File: src/rtl/writeback_queue.sv
// writeback_queue: in-order merge of ALU and load results into the register file write port, with forwarding lookups.
module writeback_queue #(
    parameter int DEPTH = 4,
    parameter int AW    = 5,
    parameter int DW    = 32
) (
    input  logic          clock,
    input  logic          reset,
    input  logic          alu_valid,
    input  logic [AW-1:0] alu_addr,
    input  logic [DW-1:0] alu_data,
    input  logic          mem_valid,
    input  logic [AW-1:0] mem_addr,
    input  logic [DW-1:0] mem_data,
    output logic          mem_ready,
    output logic          stall,
    output logic          overflow,
    output logic          enc,
    output logic [AW-1:0] addrc,
    output logic [DW-1:0] datac,
    input  logic [AW-1:0] qa_addr,
    output logic          qa_hit,
    output logic [DW-1:0] qa_data,
    input  logic [AW-1:0] qb_addr,
    output logic          qb_hit,
    output logic [DW-1:0] qb_data
);
    localparam int PW = $clog2(DEPTH);
    logic [AW-1:0] addr_q [DEPTH];
    logic [DW-1:0] data_q [DEPTH];
    logic [PW-1:0] head, tail, mem_slot, idx;
    logic [PW:0]   count, free;
    logic          alu_st, mem_st, deq;
    assign free      = (PW+1)'(DEPTH) - count;
    assign stall     = free == '0;
    assign mem_ready = free >= (PW+1)'(2);
    // r0 results complete the handshake but are never stored
    assign alu_st    = alu_valid && !stall && |alu_addr;
    assign mem_st    = mem_valid && mem_ready && |mem_addr;
    assign deq       = count != '0;
    assign mem_slot  = tail + PW'(alu_st);
    always_ff @(posedge clock) begin
        if (alu_st) begin
            addr_q[tail] <= alu_addr;
            data_q[tail] <= alu_data;
        end
        if (mem_st) begin
            addr_q[mem_slot] <= mem_addr;
            data_q[mem_slot] <= mem_data;
        end
    end
    always_ff @(posedge clock or negedge reset) begin
        if (!reset) begin
            head     <= '0;
            tail     <= '0;
            count    <= '0;
            overflow <= 1'b0;
            enc      <= 1'b0;
            addrc    <= '0;
            datac    <= '0;
        end else begin
            head     <= head + PW'(deq);
            tail     <= tail + PW'(alu_st) + PW'(mem_st);
            count    <= count + (PW+1)'(alu_st) + (PW+1)'(mem_st) - (PW+1)'(deq);
            overflow <= overflow | (alu_valid && stall);
            enc      <= deq;
            if (deq) begin
                addrc <= addr_q[head];
                datac <= data_q[head];
            end
        end
    end
    // scan oldest to youngest so later matches override earlier ones
    always_comb begin
        qa_hit  = 1'b0;
        qa_data = '0;
        qb_hit  = 1'b0;
        qb_data = '0;
        idx     = head;
        if (enc && addrc == qa_addr) begin
            qa_hit  = 1'b1;
            qa_data = datac;
        end
        if (enc && addrc == qb_addr) begin
            qb_hit  = 1'b1;
            qb_data = datac;
        end
        for (int i = 0; i < DEPTH; i++) begin
            idx = head + PW'(i);
            if ((PW+1)'(i) < count && addr_q[idx] == qa_addr) begin
                qa_hit  = 1'b1;
                qa_data = data_q[idx];
            end
            if ((PW+1)'(i) < count && addr_q[idx] == qb_addr) begin
                qb_hit  = 1'b1;
                qb_data = data_q[idx];
            end
        end
        if (qa_addr == '0) begin
            qa_hit  = 1'b0;
            qa_data = '0;
        end
        if (qb_addr == '0) begin
            qb_hit  = 1'b0;
            qb_data = '0;
        end
    end
endmodule

File: config.mk
export PLATFORM = sky130hd
export DESIGN_NAME = writeback_queue
export DESIGN_NICKNAME = d
export VERILOG_FILES = /design/src/rtl/writeback_queue.sv
export SDC_FILE = /design/constraint.sdc
export NUM_CORES = 1
export LEC_CHECK = 0
export ABC_CLOCK_PERIOD_IN_PS = 4000
export CORE_ASPECT_RATIO = 1.1
export CORE_MARGIN = 2
export CORE_UTILIZATION = 30
export DETAILED_ROUTE_END_ITERATION = 16
export GPL_TIMING_DRIVEN = 0
export RECOVER_POWER = 100
export SYNTH_ARGS = -nofsm -noshare
export SYNTH_HDL_FRONTEND = slang
export SYNTH_SLANG_ARGS = --single-unit
File: constraint.sdc
create_clock -name clock -period 4 [get_ports clock]
set_clock_uncertainty 0.15 [all_clocks]
set_input_delay 0.6 -clock clock [delete_from_list [all_inputs] [get_ports clock]]
set_output_delay 0.6 -clock clock [all_outputs]
set_load 0.01 [all_outputs]
==> impl_metrics.ini, run 1 <==
[sta]
finalHoldViolations = 0
fin_crit_sh_pct = 102
worst_slew_pin_slew_ns = 1.85
slew_headroom_pct = -23.1
fin_crit_ns = 4.09
fmax_mhz = 245
setup_slack_ns = -0.0889
setup_violations = 31
drv_slew = 28
rsz0062_at_grt = true

[setup_path]
worstPathMaxFanout = 8
worstSetupStartpointType = flop
worstSetupEndpoint = qb_data[18]
crit_path_end_kind = output port
worstReg2RegStart = count[0]$_DFF_PN0_
reg2reg_depth = 11
crit_type = flop to output port
path_cells = buf_6, buf_12, buf_6, mux4_2, xnor2_2, nand4_1, o22ai_2, or2_4, buf_16, o31ai_2, buf_2
worst_path_max_delay_cell = mux4_2
regToRegEndpoint = data_q[3][22]$_DFFE_PP_
r2r_setup_slack_ns = 0.07
required_ns = 3.25
cpPeakStageDelay_ns = 0.57
crit_path_start = head[0]$_DFF_PN0_
worstPathArrival_ns = 3.34
crit_top_cell = buf_6

[power]
leakagePower_nw = 7.23
p_total_mw = 19.4
max-vdd-ir-drop_v = 0.000452
powerDensity_mw_per_mm2 = 935

[global_routing]
groute.usage.overall_pct = 22.7
use_met1_pct = 27.1
busiest_layer = met2
antenna_found_initial = 3
met2_usage_pct = 37.7
grt_pass1_wl_mm = 85.8
grt_overflow = 0
grt_pass1_vias = 13000
grtUsageMet3_pct = 5.27
grt_max_degree = 28

[clock_network]
cts_sinks = 194
htreeDepth = 4
clockRootBuffer = clkbuf_16
cts_buffers = 17
cts.path.max_buffers = 2
clkLatencyLatePin_ns = 0.46
cts_tree = yes
clk_pin_slew_ns = 0.07

[routing]
drt_iter0_markers = 1399
wl_mm = 58.9
drc = 0
vias = 12800
ant_nets = 0
routedWlPerCell_um = 28.7
dr.pass1.iters = 5
viasPerCell = 6.22

[yosys]
postSynthCellCount = 1135
syn-num-nets = 1235
synth.cell_area_sq_mm = 0.0146
synth_seq_area_share_pct = 38.2
avgSynthCellArea_sq_um = 12.9
yosys_register_bits = 194
synth_warnings = 0
synth_cell_types = 43

[layout]
final_util_pct = 43.3
area_growth_pct = 42.0
fin_area_sq_mm = 0.0208
instances_no_fill = 2055
fin_nets = 1495
drive_gt1_share_pct = 53.3

[die]
num_io_pins = 195
die_x_um = 215
die-area_sq_mm = 0.0506
floorplan.rows = 84
start_util_pct = 30.5
die_h_um = 236
core_sq_mm = 0.0480

[placement]
dpl_cell_area_sq_mm = 0.0174
post-place-cells = 1968
io_buffers = 184
pre_cts_ws_ns = -2.34
hpwlAfterDp_mm = 39.5
gp_congestion = 0.880

[min_path]
hold_path_class = flop to flop

[status]
status = finished, violations left
failed_checks = max-capacitance violations, max-slew violations, negative setup slack

[run]
drv_cap = 1
where the power goes:
| group | internal (mW) | switching (mW) |
|---|---|---|
| combinational | 6.15 | 7.12 |
| clock | 0.893 | 0.821 |
| sequential | 3.44 | 1.02 |
| total | 10.5 | 8.96 |
placed cells by master, fill, tap and decap left out, types with 5 or more instances in the layout:
cell	n
a221oi_1	12
a221oi_2	27
a221oi_4	25
a32oi_1	21
a32oi_2	34
a32oi_4	9
buf_12	24
buf_2	74
buf_4	54
buf_6	29
buf_8	10
clkbuf_1	23
clkbuf_16	21
clkbuf_2	10
clkbuf_4	10
clkbuf_8	6
clkdlybuf4s50_1	80
clkinvlp_4	6
dfrtp_1	46
dlygate4sd3_1	38
edfxtp_1	148
ha_1	10
inv_1	10
mux2_2	148
mux4_2	148
nand2_1	118
nand3_1	5
nand4_1	5
nor2_1	60
nor2_2	11
nor3_1	5
o31ai_2	10
o31ai_4	51
or2_4	7
xnor2_1	27
xnor2_2	5
xor2_1	21
critical path, delay by kind of cell (launching register included):
family	cells	cell delay, ns
flip-flops	1	0.36
AO/OA/AOI/OAI	2	0.42
multiplexers	1	0.57
XOR/XNOR	1	0.16
buffers and inverters	5	0.79
AND/OR/NAND/NOR	2	0.55
synth_stat cells, drive strengths merged:
master / n / area [sq um]
dfrtp: 46 / 1150
or3b: 1 / 8.76
or4: 4 / 30.0
nor3: 10 / 70.1
nand2: 120 / 450
o21bai: 1 / 7.51
o22ai: 2 / 12.5
nand2b: 1 / 6.26
a221oi: 64 / 561
o32ai: 1 / 8.76
o211ai: 2 / 15.0
nor2: 72 / 273
nor4: 4 / 37.5
a21o: 1 / 7.51
o21ai: 1 / 5.00
nand3: 6 / 30.0
buf: 75 / 452
mux4: 148 / 3330
o31ai: 64 / 480
a32oi: 64 / 561
a21oi: 5 / 25.0
and2: 2 / 12.5
fa: 2 / 40.0
edfxtp: 148 / 4440
mux2: 148 / 1670
mux2i: 4 / 40.0
or2: 6 / 37.5
nor2b: 2 / 12.5
inv: 10 / 37.5
nand4: 5 / 31.3
clkbuf: 50 / 188
xor2: 23 / 201
xnor2: 32 / 280
ha: 10 / 125
and3: 1 / 6.26
final cells by class:
type,count,area (sq um)
Sequential cell,194,5600
Fill cell,4246,27200
Tap cell,645,807
Inverter,10,37.5
Clock inverter,11,106
Buffer,119,1140
Timing Repair Buffer,246,2270
Antenna cell,2,5.00
Clock buffer,21,460
Multi-Input combinational cell,807,10400
registers in the layout, indices dropped and copies added, names as in the netlist:
| name | cells |
|---|---|
| overflow | 1 |
| addr_q | 20 |
| enc | 1 |
| count | 3 |
| datac | 32 |
| head | 2 |
| tail | 2 |
| data_q | 128 |
| addrc | 5 |
kinds of logic (layout without fill, tap and decap cells):
logic type / Yosys count / count (layout) / synth area share, %
compound gates: 205 / 205 / 11.5
xor+xnor: 55 / 55 / 3.29
fa+ha+maj: 12 / 12 / 1.13
buf+inv: 135 / 407 / 4.62
flops: 194 / 194 / 38.2
mux: 300 / 300 / 34.4
other cells: 0 / 2 / 0
simple gates: 234 / 235 / 6.87
repair_timing:
| action | 4_1_cts | 5_1_grt |
|---|---|---|
| hold buffers | 1 | 0 |
| gates cloned | 5 | 3 |
| endpoints found under the hold margin | 19 | 0 |
| endpoints found under the setup margin | 296 | 221 |
| setup buffers | 40 | 10 |
| gates resized for setup | 641 | 117 |
| pin swaps | 88 | 27 |
worst min-delay path by stage:
stage	startpoint	endpoint	cells past startpoint
after floorplan	reset	addrc[0]$_DFFE_PN0N_	0
after global placement	overflow$_DFF_PN0_	overflow$_DFF_PN0_	1
after detailed placement	overflow$_DFF_PN0_	overflow$_DFF_PN0_	1
after CTS	overflow$_DFF_PN0_	overflow$_DFF_PN0_	1
after global routing	overflow$_DFF_PN0_	overflow$_DFF_PN0_	1
final	overflow$_DFF_PN0_	overflow$_DFF_PN0_	1
routing by layer:
layer  share of wire (%)  up-vias
met5               0.022        -
li1                    -     5213
met4                 5.1        2
met2                  50      898
met1                  36     6478
met3                 9.1      200
stage by stage:
| stage | hold WS, ns | setup TNS [ns] |
|---|---|---|
| after floorplan | 0.154 | 0 |
| after global placement | 0.303 | -416.90 |
| after detailed placement | 0.312 | -316.56 |
| after CTS | 0.327 | -1.49 |
| after global routing | 0.339 | -9.26 |
| final | 0.315 | -1.15 |
Note: power is estimated with default switching activity, not from simulation.
==> inputs of run 2 (changes only) <==
SETUP_SLACK_MARGIN = 0.2   (was unset)
SLEW_MARGIN = 20   (was unset)
==> run 2 against run 1 <==
Compared with the run above:
- the flow still finishes with violations (max-capacitance violations, max-slew violations, negative setup slack)
- sequential power about the same
- via count decreased by 0.73%
- first-iteration DRC count decreased by 17%
- critical endpoint is now qa_data[4]
- global-route usage decreased by 0.26 points
==> impl_metrics.ini, run 2 (same netlist as run 1, synthesis figures left out) <==
[placement]
gp_congestion = 0.871
io_buffers = 184
hpwlAfterDp_mm = 39.4

[setup_path]
worst_path_max_delay_cell = mux4_2
worstSetupStartpointType = flop
reg2reg_depth = 10
worstPathMaxFanout = 8
worstPathArrival_ns = 3.38
crit_type = flop to output port
cpPeakStageDelay_ns = 0.55
path_buf_inv = 6
crit_path_end_kind = output port
worstReg2RegStart = count[0]$_DFF_PN0_
critPathTopFamily = buffers and inverters
path_cells = buf_6, clkbuf_16, mux4_2, xnor2_2, nand4_1, o22ai_2, or2_1, buf_12, buf_12, clkbuf_16, o31ai_4, buf_2
regToRegEndpoint = data_q[3][16]$_DFFE_PP_
required_ns = 3.25
r2r_setup_slack_ns = 0.43

[global_routing]
grt_pass1_vias = 12600
grt_max_degree = 47
groute.usage.overall_pct = 22.5
antenna_found_initial = 6
grt_pass1_wl_mm = 84.5
grt_overflow = 0

[power]
power.switching_mw = 8.94
leakagePower_nw = 7.39
max-vdd-ir-drop_v = 0.000539
swShare_pct = 45.6
powerDensity_mw_per_mm2 = 928
intPower_mw = 10.7
p_seq_share_pct = 22.7
clock_power_share_pct = 9.2
p_total_mw = 19.6
power_frac_comb_pct = 68.1

[layout]
largest_reg_flops = 128
fin_nets = 1506
drive_gt1_share_pct = 54.4
reg.largest.list = data_q: 128 flops, datac: 32 flops, addr_q: 20 flops
final_cell_mix = mux2_2 (148), mux4_2 (148), edfxtp_1 (148), nand2_1 (118)
top_register = data_q
area_growth_pct = 44.3

[status]
failed_checks = max-capacitance violations, max-slew violations, negative setup slack
status = finished, violations left

[clock_network]
hold_buffers = 0
cts_buffers = 17
cts_sinks = 194
clockRootBuffer = clkbuf_16
cts.path.max_buffers = 2
clk_pin_slew_ns = 0.07
cts_tree = yes
htreeDepth = 4
clkLatencyLatePin_ns = 0.46

[die]
core_sq_mm = 0.0480
start_util_pct = 30.5
floorplan.rows = 84
die_h_um = 236
die-area_sq_mm = 0.0506
num_io_pins = 195
die_x_um = 215

[routing]
dr.pass1.iters = 5
drt_iter0_markers = 1165
wl_mm = 59.7
viasPerCell = 6.15
vias = 12700
ant_nets = 0
drc = 0
routedWlPerCell_um = 28.9

[sta]
finalHoldViolations = 0
worst_slew_pin_slew_ns = 3.03
holdWs_ns = 0.351
drv_slew = 47
tns_ns = -2.53
fmax_mhz = 242
fin_crit_ns = 4.13
setup_violations = 52
fin_crit_sh_pct = 103
rsz0062_at_grt = true
slew_headroom_pct = -102
setup_slack_ns = -0.132

[min_path]
hold-path-endpoint = overflow$_DFF_PN0_
hp-start = overflow$_DFF_PN0_
hold_path_class = flop to flop
holdPathStages = 1

[run]
drv_cap = 1
## run 2: cell count changes in the layout (fill, tap and decap cells not counted), moves of 8 or more
cell,previous run,this run
a221oi_2,27,41
a221oi_4,25,16
buf_12,24,34
buf_4,54,39
buf_6,29,37
## run 2: how the worst max path moves through the flow
stage / startpoint / end / slack (ns) / cells after the start
2_1_floorplan: alu_addr[3] / addr_q[3][0]$_DFFE_PP_ / 0.28 / 9
3_3_place_gp: alu_addr[4] / data_q[0][17]$_DFFE_PP_ / -1.82 / 10
3_5_place_dp: alu_addr[4] / data_q[0][17]$_DFFE_PP_ / -1.88 / 10
4_1_cts: head[0]$_DFF_PN0_ / qa_data[11] / -0.06 / 10
5_1_grt: head[0]$_DFF_PN0_ / qa_data[27] / -0.20 / 11
6_report: head[0]$_DFF_PN0_ / qa_data[4] / -0.13 / 12
## run 2: repair_timing
item | 4_1_cts | 5_1_grt
buffers inserted | 24 | 31
endpoints found under the setup margin | 326 | 254
resized for setup | 651 | 153
pin swaps | 71 | 48
gates cloned | 1 | 10
## run 2: metal layers
layer	vias to the layer above	track usage, %	part of all wire (%)
met2	783	37.6	49
met3	192	5.68	9.0
met1	6504	27.2	38
met5	-	0	0.072
li1	5213	-	-
met4	6	10.2	4.8
## run 2: stage by stage
step                setup WS, ns  utilization (%)  instance area (sq um)  cells
floorplan                  0.283                -                  14700   1135
global placement           -1.82             36.0                  17300   1964
detailed placement         -1.88             36.2                  17400   1966
CTS                      -0.0591             41.6                  20000   2022
global route              -0.199             44.0                  21100   2064
finish                    -0.132             44.0                  21100   2066
## run 2: area by class of cell
cell class | instances | area (sq um)
inverter | 10 | 37.5
tap | 645 | 807
clock inverter | 10 | 135
buffer | 125 | 1320
fill | 4231 | 26900
timing repair buffer | 250 | 2380
multi-input combinational | 808 | 10400
antenna | 3 | 7.51
sequential | 194 | 5600
clock buffer | 21 | 460
## run 2: power by group through the flow
stage / combinational [mW] / sequential, mW / clock, mW
3_3_place_gp: 10.7 / 4.31 / 0
5_1_grt: 14.0 / 4.54 / 1.88
6_report: 13.3 / 4.45 / 1.81
2_1_floorplan: 6.89 / 4.13 / 0
3_5_place_dp: 10.8 / 4.37 / 0
4_1_cts: 12.3 / 4.37 / 1.81
==> inputs of run 3 (changes only) <==
GPL_ROUTABILITY_DRIVEN = 0   (was unset)
==> run 3 against run 2 <==
Compared with the run above:
- the flow still finishes with violations (max-capacitance violations, max-slew violations, negative setup slack)
- count of clock-buffer cells in the layout down 1
- flip-flop and latch count unchanged
- sequential power down 0.9%
- critical path depth up 1
- largest power group unchanged
==> impl_metrics.ini, run 3 (same netlist as run 1, synthesis figures left out) <==
[power]
leakagePower_nw = 7.28
powerDensity_mw_per_mm2 = 935
p_seq_share_pct = 22.5
power.switching_mw = 8.99
max-vdd-ir-drop_v = 0.000403
power_frac_comb_pct = 68.2
intPower_mw = 10.7
swShare_pct = 45.7
clock_power_share_pct = 9.3
p_total_mw = 19.7

[status]
failed_checks = max-capacitance violations, max-slew violations, negative setup slack
status = finished, violations left

[setup_path]
reg2reg_depth = 10
worstPathMaxFanout = 7
path_cells = buf_6, mux4_2, buf_6, xor2_2, nor4_2, buf_4, and2_4, buf_12, buf_4, buf_6, a221oi_2, o31ai_4, buf_2
critical_path_depth = 13
worst_path_max_delay_cell = mux4_2
required_ns = 3.25
crit_top_cell = buf_6
critPathTopFamily = buffers and inverters
worstSetupStartpointType = flop
path_buf_inv = 7
r2r_setup_slack_ns = 0.43
worstPathArrival_ns = 3.30
cpPeakStageDelay_ns = 0.56
crit_path_end_kind = output port
crit_type = flop to output port

[clock_network]
cts_tree = yes
htreeDepth = 4
clockRootBuffer = clkbuf_16
clk_pin_slew_ns = 0.08
cts.path.max_buffers = 2
cts_sinks = 194
clkLatencyLatePin_ns = 0.47
cts_buffers = 17

[routing]
routedWlPerCell_um = 28.8
vias = 12600
dr.pass1.iters = 5
viasPerCell = 6.14
ant_nets = 0
drc = 0
drt_iter0_markers = 1241
wl_mm = 59.1

[sta]
holdWs_ns = 0.306
worst_slew_pin_slew_ns = 2.96
drv_slew = 47
setup_violations = 11
finalHoldViolations = 0
fin_crit_ns = 4.05
tns_ns = -0.265
fin_crit_sh_pct = 101
slew_headroom_pct = -97.3
fmax_mhz = 247
rsz0062_at_grt = true
setup_slack_ns = -0.0512

[placement]
dpl_cell_area_sq_mm = 0.0174
pre_cts_ws_ns = -1.94
hpwlAfterDp_mm = 39.1
io_buffers = 184

[min_path]
holdPathStages = 1
hold_path_class = flop to flop

[global_routing]
grt_overflow = 0
antenna_found_initial = 6
grt_pass1_wl_mm = 84.0
groute.usage.overall_pct = 22.3
grt_max_degree = 47
grt_pass1_vias = 12700

[die]
num_io_pins = 195
core_sq_mm = 0.0480
die-area_sq_mm = 0.0506
die_x_um = 215
die_h_um = 236
floorplan.rows = 84
start_util_pct = 30.5

[layout]
fin_nets = 1493
fin_area_sq_mm = 0.0210
area_growth_pct = 43.5
final_cell_mix = mux2_2 (148), mux4_2 (148), edfxtp_1 (148), nand2_1 (118), clkdlybuf4s50_1 (83)
reg.largest.list = data_q: 128 flops, datac: 32 flops, addr_q: 20 flops
largest_reg_flops = 128
drive_gt1_share_pct = 55.3
top_register = data_q

[run]
drv_cap = 1
run 3: path summary, 6_finish.rpt:
path | start | to
worst max-delay path | head[0]$_DFF_PN0_ | qb_data[0]
worst min-delay path | overflow$_DFF_PN0_ | overflow$_DFF_PN0_
worst max register to register | count[1]$_DFF_PN0_ | data_q[1][25]$_DFFE_PP_
worst min register to register | overflow$_DFF_PN0_ | overflow$_DFF_PN0_
max in group asynchronous | reset | datac[2]$_DFFE_PN0N_
min in group asynchronous | reset | addrc[0]$_DFFE_PN0N_
run 3: metrics by stage:
stage | cells | util [%]
detailed placement | 1966 | 36.2
global route | 2052 | 43.8
CTS | 2027 | 41.3
global placement | 1964 | 36.0
floorplan | 1135 | -
finish | 2053 | 43.8
run 3: worst register-to-register path, cell delays in order, from the launching register on:
cell      delay (ns)
dfrtp_1         0.38
inv_1           0.12
ha_1            0.21
ha_1            0.29
or3b_2          0.47
o211ai_1        0.32
inv_1           0.17
nand3_1         0.21
clkbuf_4        0.30
buf_4           0.31
mux2_2          0.38
run 3: area by class of cell:
class                           instances  area, sq um
Buffer                                125         1290
Tap cell                              645          807
Antenna cell                            2         5.00
Timing Repair Buffer                  236         2170
Clock inverter                         12          158
Sequential cell                       194         5600
Fill cell                            4244        27000
Inverter                               10         37.5
Clock buffer                           20          447
Multi-Input combinational cell        809        10500
run 3: timing repair:
action | CTS | global route
cloned | 3 | 5
pin swaps | 67 | 43
resized for setup | 626 | 206
hold buffers | 0 | 0
buffers inserted | 26 | 19
endpoints found under the setup margin | 326 | 290
run 3: power by group through the flow:
stage	Clock, mW	Sequential [mW]	Combinational, mW
finish	1.83	4.41	13.4
global route	1.91	4.52	14.0
CTS	1.84	4.34	12.2
detailed placement	0	4.36	10.8
global placement	0	4.31	10.6
floorplan	0	4.13	6.89
run 3: per-layer routing:
layer  routed length (um)  track usage [%]
met5                   43                0
met4                 2970             12.4
met3                 5250             5.03
met2                28700             36.9
met1                22200             27.0
